--- src/rtl/regfile_pkg.sv ---
// Shared definitions for the multi-port register file: the clear/run state
// encoding, the address-width helper and the hardwired-zero entry index.
package regfile_pkg;

    typedef enum logic [0:0] {
        RF_CLEAR = 1'b0,
        RF_RUN   = 1'b1
    } rf_state_e;

    localparam int RF_ZERO_IDX = 0;

    // Address width for a given depth; never narrower than one bit
    function automatic int rf_addr_width(input int depth);
        if (depth > 1) begin
            return $clog2(depth);
        end else begin
            return 1;
        end
    endfunction

endpackage

--- src/rtl/regfile_scoreboard.sv ---
// Busy-bit scoreboard: one bit per entry marks a producer in flight.
// Priority per entry: flush clears all, then reserve sets, then write clears.
// Entry 0 never reads busy; a read bypassed from the write port is not busy.
module regfile_scoreboard
    import regfile_pkg::*;
#(
    parameter int DEPTH  = 32,
    parameter int NUM_RD = 2,
    parameter int BYPASS = 1,
    localparam int AW    = rf_addr_width(DEPTH)
) (
    input  logic                  clk_i,
    input  logic                  reset_l_i,
    input  logic                  run_i,
    input  logic                  flush_i,
    input  logic                  rsv_en_i,
    input  logic [AW-1:0]         rsv_addr_i,
    input  logic                  wr_en_i,
    input  logic [AW-1:0]         wr_addr_i,
    input  logic [NUM_RD*AW-1:0]  rd_addr_i,
    output logic [NUM_RD-1:0]     rd_busy_o
);

    localparam logic [AW-1:0] ZERO_ADDR = AW'(RF_ZERO_IDX);

    logic [DEPTH-1:0] busy_q;
    logic [DEPTH-1:0] busy_d;

    // Next-state of every busy bit with flush > reserve > write priority
    always_comb begin
        busy_d = busy_q;
        for (int i = 0; i < DEPTH; i++) begin
            if (!run_i) begin
                busy_d[i] = busy_q[i];
            end else if (flush_i) begin
                busy_d[i] = 1'b0;
            end else if (rsv_en_i && (32'(rsv_addr_i) == i)) begin
                busy_d[i] = 1'b1;
            end else if (wr_en_i && (32'(wr_addr_i) == i)) begin
                busy_d[i] = 1'b0;
            end else begin
                busy_d[i] = busy_q[i];
            end
        end
        busy_d[RF_ZERO_IDX] = 1'b0;
    end

    // Busy-bit storage, cleared by reset
    always_ff @(posedge clk_i or negedge reset_l_i) begin
        if (!reset_l_i) begin
            busy_q <= '0;
        end else begin
            busy_q <= busy_d;
        end
    end

    genvar p;
    generate
        for (p = 0; p < NUM_RD; p++) begin : g_port
            logic [AW-1:0] addr_s;
            logic          valid_s;
            logic          hit_s;
            assign addr_s  = rd_addr_i[p*AW +: AW];
            assign valid_s = run_i && (addr_s != ZERO_ADDR) && (32'(addr_s) < DEPTH);
            assign hit_s   = (BYPASS != 0) && wr_en_i && (wr_addr_i == addr_s);
            assign rd_busy_o[p] = valid_s ? (busy_q[addr_s] & ~hit_s) : 1'b0;
        end
    endgenerate

endmodule

--- src/rtl/regfile_multiport.sv ---
// Multi-port register file with hardwired-zero entry 0, optional same-cycle
// write-to-read bypass, busy scoreboard and a post-reset clear sequencer.
// Optional feature: define REGFILE_PARITY_EN to store an even-parity bit per
// entry and report per-port read parity errors.
module regfile_multiport
    import regfile_pkg::*;
#(
    parameter int DATA_WIDTH = 32,
    parameter int DEPTH      = 32,
    parameter int NUM_RD     = 2,
    parameter int BYPASS     = 1,
    localparam int AW        = rf_addr_width(DEPTH)
) (
    input  logic                          clk_i,
    input  logic                          reset_l_i,
    input  logic [NUM_RD*AW-1:0]          rd_addr_i,
    output logic [NUM_RD*DATA_WIDTH-1:0]  rd_data_o,
    output logic [NUM_RD-1:0]             rd_busy_o,
    input  logic                          wr_en_i,
    input  logic [AW-1:0]                 wr_addr_i,
    input  logic [DATA_WIDTH-1:0]         wr_data_i,
    input  logic                          rsv_en_i,
    input  logic [AW-1:0]                 rsv_addr_i,
    input  logic                          flush_i,
    output logic                          ready_o,
    output logic [NUM_RD-1:0]             parity_err_o
);

`ifdef REGFILE_PARITY_EN
    localparam int SW = DATA_WIDTH + 1;
`else
    localparam int SW = DATA_WIDTH;
`endif

    localparam logic [AW-1:0] ZERO_ADDR = AW'(RF_ZERO_IDX);
    localparam logic [AW-1:0] LAST_IDX  = AW'(DEPTH - 1);
    localparam logic [AW-1:0] ONE_IDX   = AW'(1);

    rf_state_e     state_q;
    logic [AW-1:0] clr_idx_q;
    logic          ready_q;
    logic [SW-1:0] mem_q [DEPTH];
    logic          run_s;
    logic          wr_ok_s;

`ifdef REGFILE_PARITY_EN
    function automatic logic even_par(input logic [DATA_WIDTH-1:0] d);
        return ^d;
    endfunction
`endif

    // Storage word for a data value, with its parity bit when enabled
    function automatic logic [SW-1:0] pack_word(input logic [DATA_WIDTH-1:0] d);
`ifdef REGFILE_PARITY_EN
        return {even_par(d), d};
`else
        return d;
`endif
    endfunction

    function automatic logic addr_ok(input logic [AW-1:0] a);
        return (32'(a) < DEPTH);
    endfunction

    assign run_s   = (state_q == RF_RUN);
    assign wr_ok_s = wr_en_i && (wr_addr_i != ZERO_ADDR) && addr_ok(wr_addr_i);
    assign ready_o = ready_q;

    // Clear sequencer: walk every entry once after reset, then run forever
    always_ff @(posedge clk_i or negedge reset_l_i) begin
        if (!reset_l_i) begin
            state_q   <= RF_CLEAR;
            clr_idx_q <= '0;
            ready_q   <= 1'b0;
        end else begin
            case (state_q)
                RF_CLEAR: begin
                    if (clr_idx_q == LAST_IDX) begin
                        state_q <= RF_RUN;
                        ready_q <= 1'b1;
                    end else begin
                        clr_idx_q <= clr_idx_q + ONE_IDX;
                        ready_q   <= 1'b0;
                    end
                end
                RF_RUN: begin
                    ready_q <= 1'b1;
                end
                default: begin
                    state_q   <= RF_CLEAR;
                    clr_idx_q <= '0;
                    ready_q   <= 1'b0;
                end
            endcase
        end
    end

    // Array writes: zeroes from the sequencer in CLEAR, port writes in RUN
    always_ff @(posedge clk_i) begin
        if (state_q == RF_CLEAR) begin
            mem_q[clr_idx_q] <= '0;
        end else if (wr_ok_s) begin
            mem_q[wr_addr_i] <= pack_word(wr_data_i);
        end
    end

    regfile_scoreboard #(
        .DEPTH  (DEPTH),
        .NUM_RD (NUM_RD),
        .BYPASS (BYPASS)
    ) u_scoreboard (
        .clk_i      (clk_i),
        .reset_l_i  (reset_l_i),
        .run_i      (run_s),
        .flush_i    (flush_i),
        .rsv_en_i   (rsv_en_i),
        .rsv_addr_i (rsv_addr_i),
        .wr_en_i    (wr_en_i),
        .wr_addr_i  (wr_addr_i),
        .rd_addr_i  (rd_addr_i),
        .rd_busy_o  (rd_busy_o)
    );

    genvar p;
    generate
        for (p = 0; p < NUM_RD; p++) begin : g_rd
            logic [AW-1:0] addr_s;
            logic          valid_s;
            logic          hit_s;
            logic [SW-1:0] word_s;
            assign addr_s  = rd_addr_i[p*AW +: AW];
            assign valid_s = run_s && (addr_s != ZERO_ADDR) && addr_ok(addr_s);
            assign hit_s   = (BYPASS != 0) && wr_en_i && (wr_addr_i == addr_s);
            assign word_s  = mem_q[addr_s];
            assign rd_data_o[p*DATA_WIDTH +: DATA_WIDTH] =
                !valid_s ? {DATA_WIDTH{1'b0}} :
                hit_s    ? wr_data_i : word_s[DATA_WIDTH-1:0];
`ifdef REGFILE_PARITY_EN
            assign parity_err_o[p] = (valid_s && !hit_s) ?
                (word_s[DATA_WIDTH] ^ even_par(word_s[DATA_WIDTH-1:0])) : 1'b0;
`else
            assign parity_err_o[p] = 1'b0;
`endif
        end
    endgenerate

endmodule

--- config.mk ---
export PLATFORM = sky130hd
export DESIGN_NAME = regfile_multiport
export DESIGN_NICKNAME = d
export VERILOG_FILES = /design/src/rtl/regfile_pkg.sv /design/src/rtl/regfile_scoreboard.sv /design/src/rtl/regfile_multiport.sv
export SDC_FILE = /design/constraint.sdc
export NUM_CORES = 2
export LEC_CHECK = 0
export ABC_CLOCK_PERIOD_IN_PS = 8650
export BUFFER_PORTS_ARGS = -buffer_cell sky130_fd_sc_hd__buf_2
export CORE_UTILIZATION = 41
export CTS_BUF_LIST = sky130_fd_sc_hd__clkbuf_16
export DETAILED_ROUTE_END_ITERATION = 7
export GPL_TIMING_DRIVEN = 1
export PLACE_DENSITY = 0.59
export SLEW_MARGIN = 15
export SYNTH_ARGS = -nofsm -noshare
export SYNTH_HDL_FRONTEND = slang
export SYNTH_HIERARCHICAL = 1
export SYNTH_SLANG_ARGS = --single-unit
--- constraint.sdc ---
create_clock -name clk_i -period 8.65 [get_ports clk_i]
set_input_delay 0.4325 -clock clk_i [delete_from_list [all_inputs] [get_ports clk_i]]
set_output_delay 0.4325 -clock clk_i [all_outputs]
set_load 0.1 [all_outputs]
==> results.tsv <==
stage	metric	value	unit
place	# port buffers	123	
logic_synthesis	syn avg cell area	17.4	um^2
floorplan	standard-cell rows	129	
grt	number of global-route vias before repair	32700	
logic_synthesis	Mapped Area	51000	um^2
power	total power	11.7	mW
place	gpl congestion	0.879	
grt	global-route usage over all layers	0.274	
critical_path	crit-path max FO	32	
critical_path	Reg2Reg Capture Point	mem_q[30][6]	
place	pre-CTS setup slack	3.90	ns
sta	f_max	0.208	GHz
critical_path	WS Path Type	primary input to output port	
floorplan	DIE HEIGHT	355	um
critical_path	Worst path top cell family by delay	buffers and inverters	
final_layout	# fillers	10500	
power	Leak	19.8	nW
grt	GRT overflow	0	
critical_path	WP data required	8.22	ns
clock_tree	CTS tree	yes	
critical_path	Startpoint Class	primary input	
drt	initial drt markers	4766	
logic_synthesis	Synth area leaders	edfxtp_1 60%, mux4_2 18%, mux2i_1 4.8%	
logic_synthesis	Post-Synthesis Cells	2939	
sta	setup TNS	0	ns
drt	final wirelength	174000	um
logic_synthesis	Yosys cell types	67	
critical_path	Crit. path cell count	8	
clock_tree	H-tree levels	3	
power	pwr dens	205	nW/um^2
clock_tree	clock tree sinks	1061	
hold_path	Worst Hold Depth	4	
critical_path	flop2flop setup slack	4.19	ns
grt	pin count of the biggest net entering global routing	117	
grt	global-route wire length before repair	245000	um
clock_tree	CTS Buffer Depth	3	
grt	antenna violations before repair	10	
sta	Worst Setup Slack, final	3.83	ns
critical_path	CP max stage delay	0.63	ns
drt	drt wl/cell	36.8	um
clock_tree	Clock Pin Slew Worst Setup and Hold Paths	0.06	ns
clock_tree	worst skew pair latency	0.72	ns
critical_path	FF-to-FF path depth	6	
logic_synthesis	ys async rst share	0.0349	
logic_synthesis	Yosys Warn Count	6	
critical_path	crit end category	output port	
run	maxcap violations	0	
final_layout	share of cells above drive strength 1	0.276	
final_layout	Antenna diodes	0	
floorplan	core area	124000	um^2
status	status	finished clean	
clock_tree	Root Buffer	clkbuf_16	
sta	Hold Vio Cnt, Final	0	
sta	Slew headroom	0.230	
logic_synthesis	register bit count reported by yosys	1061	
sta	final setup violation count	0	
drt	DRT Pass-1 Iters	6	
sta	min Tclk post-route	4.82	ns
drt	number of vias per cell	6.88	
final_layout	fin nets	3052	
logic_synthesis	post-synth top area share	0.603	
drt	Vias	32400	
power	worst ir drop on vdd	0.220	mV
logic_synthesis	Synth Flop Type	edfxtp_1	
sta	Slew @ Worst Pin	1.15	ns
sta	Pins Over Slew Limit	0	
clock_tree	Num CTS Buffers	109	
floorplan	IO Count	126	
hold_path	Hold Path End	u_scoreboard/busy_q[8]	
logic_synthesis	Post-synth EDFFs	1024	
critical_path	worst path bufs/invs	4	
clock_tree	CTS resizes	0	
logic_synthesis	register area share after synthesis	0.621	
critical_path	slowest stage cell on the critical path	buf_4	
drt	DRT antenna net count	0	
floorplan	DIE WIDTH	355	um
drt	DRC errors left	0	
logic_synthesis	Yosys top cell by area	edfxtp_1	
floorplan	Initial Util	0.413	
place	DPL Wire Length	94500	um
hold_path	start point of the worst hold path	rsv_addr_i[4]	
sta	period utilization	0.557	
sta	RSZ-0062 raised after global routing	false	
hold_path	Worst Hold Class	primary input to register	
final_layout	area grow syn2layout	11.8	%
critical_path	worst r2r src	ready_o	
floorplan	Total Die Area	126000	um^2
critical_path	critical path arrival	4.39	ns
critical_path	critical-path cell list	buf_2 > buf_4 > or3_1 > o31ai_2 > nor4_4 > buf_4 > a32o_1 > buf_2	
sta	Clock Skew	0.0330	ns
[flip-flops by register name, summed over array words and instances, names as in the netlist]
signal               flops
u_scoreboard/busy_q     31
clr_idx_q                5
ready_o                  1
mem_q                 1024
[cells in the final DEF (no fill, tap or decap), types with 13 or more instances in the layout]
cell | netlist | final
a31oi_1 | 45 | 44
a22o_1 | 40 | 40
mux4_2 | 403 | 403
clkinv_2 | 0 | 17
a22oi_1 | 73 | 73
nand2_1 | 75 | 75
o221ai_1 | 20 | 20
a21oi_1 | 61 | 57
o21ai_0 | 95 | 94
clkbuf_16 | 0 | 110
nor2_4 | 0 | 36
nand2b_1 | 41 | 41
buf_4 | 35 | 70
mux2_2 | 16 | 16
a221o_1 | 32 | 32
o211ai_1 | 31 | 31
mux2i_1 | 243 | 243
nand3_1 | 47 | 47
edfxtp_1 | 1024 | 1024
dfrtp_1 | 37 | 37
bufinv_16 | 0 | 13
nor2_1 | 80 | 44
buf_2 | 89 | 115
a211oi_1 | 27 | 27
clkinv_1 | 1 | 23
o22ai_1 | 28 | 28
nor3_1 | 13 | 13
inv_1 | 10 | 33
xnor2_1 | 14 | 14
and2_1 | 34 | 33
a221oi_1 | 64 | 64
a2111oi_2 | 15 | 15
[Yosys cell counts (16+ instances only)]
master and instances:
a211oi_1 27, a21oi_1 61, a221o_1 32, a221oi_1 64
a22o_1 40, a22oi_1 73, a31oi_1 45, and2_1 34
buf_2 89, buf_4 35, clkbuf_1 112, dfrtp_1 37
edfxtp_1 1024, mux2_2 16, mux2i_1 243, mux4_2 403
nand2_1 75, nand2b_1 41, nand3_1 47, nor2_1 80
nor2b_1 17, o211ai_1 31, o21ai_0 95, o221ai_1 20
o22ai_1 28
[worst max path at each step]
stage | startpoint | endpoint | slack (ns)
global placement | rd_addr_i[1] | rd_data_o[22] | 3.93
detailed placement | rd_addr_i[1] | rd_data_o[22] | 3.90
global route | rd_addr_i[0] | rd_data_o[3] | 3.70
floorplan | ready_o | rd_data_o[30] | 3.67
CTS | rd_addr_i[1] | rd_data_o[22] | 3.90
finish | rd_addr_i[8] | rd_data_o[62] | 3.83
[what timing repair did]
| item | in CTS | in global routing |
|---|---|---|
| endpoints found under the hold margin | 37 | 0 |
| hold buffers | 1 | 0 |
| setup buffers | 0 | 0 |
[metal layers]
| layer | track usage | share of wire | vias to the layer above |
|---|---|---|---|
| met2 | 0.421 | 0.46 | 2290 |
| met5 | 0 | 0.00021 | - |
| met4 | 0.0981 | 0.039 | 6 |
| li1 | - | - | 12600 |
| met1 | 0.380 | 0.38 | 17100 |
| met3 | 0.0686 | 0.12 | 404 |
[through the flow]
step,std cells,utilization,instance area (um^2),hold WS (ns)
after floorplan,2940,-,51000,0.137
after global placement,4516,0.432,53400,0.493
after detailed placement,4517,0.432,53400,0.512
after CTS,4718,0.461,57000,0.0801
after global routing,4719,0.461,57000,0.104
final,4719,0.461,57000,0.126
[cell families (layout without fill, tap and decap cells)]
group,count (synthesis),count (layout),share of synthesized area
AO/OA/AOI/OAI,563,563,0.0812
multiplexers,665,665,0.231
other,1,2,0.0000735
flip-flops,1061,1061,0.621
AND/OR/NAND/NOR,356,356,0.0364
XOR/XNOR,23,23,0.00395
buffers and inverters,268,410,0.0267
adder cells (fa/ha/maj),2,2,0.000490
[worst register-to-register path: stages (launching register included)]
cell	delay, ns
dfrtp_1	0.79
nand2_1	0.23
a21oi_4	0.15
buf_4	0.74
a41oi_1	0.59
nor2_4	1.02
buf_4	0.56
[power by group]
group	internal [mW]	switching, mW
Sequential	5.66	0.00565
Clock	2.70	2.06
Combinational	0.342	0.915
Total	8.69	2.98
[layout make-up]
class | instances | area [um^2] | area share
repair buffers | 199 | 1330 | 0.0232
inverters | 11 | 42.5 | 0.000746
well taps | 1637 | 2050 | 0.0359
clock buffers | 110 | 2750 | 0.0483
clock inverters | 90 | 818 | 0.0143
flip-flops and latches | 1061 | 31700 | 0.555
multi-input cells | 1611 | 18400 | 0.322
Power figures use the tool's default switching activity.
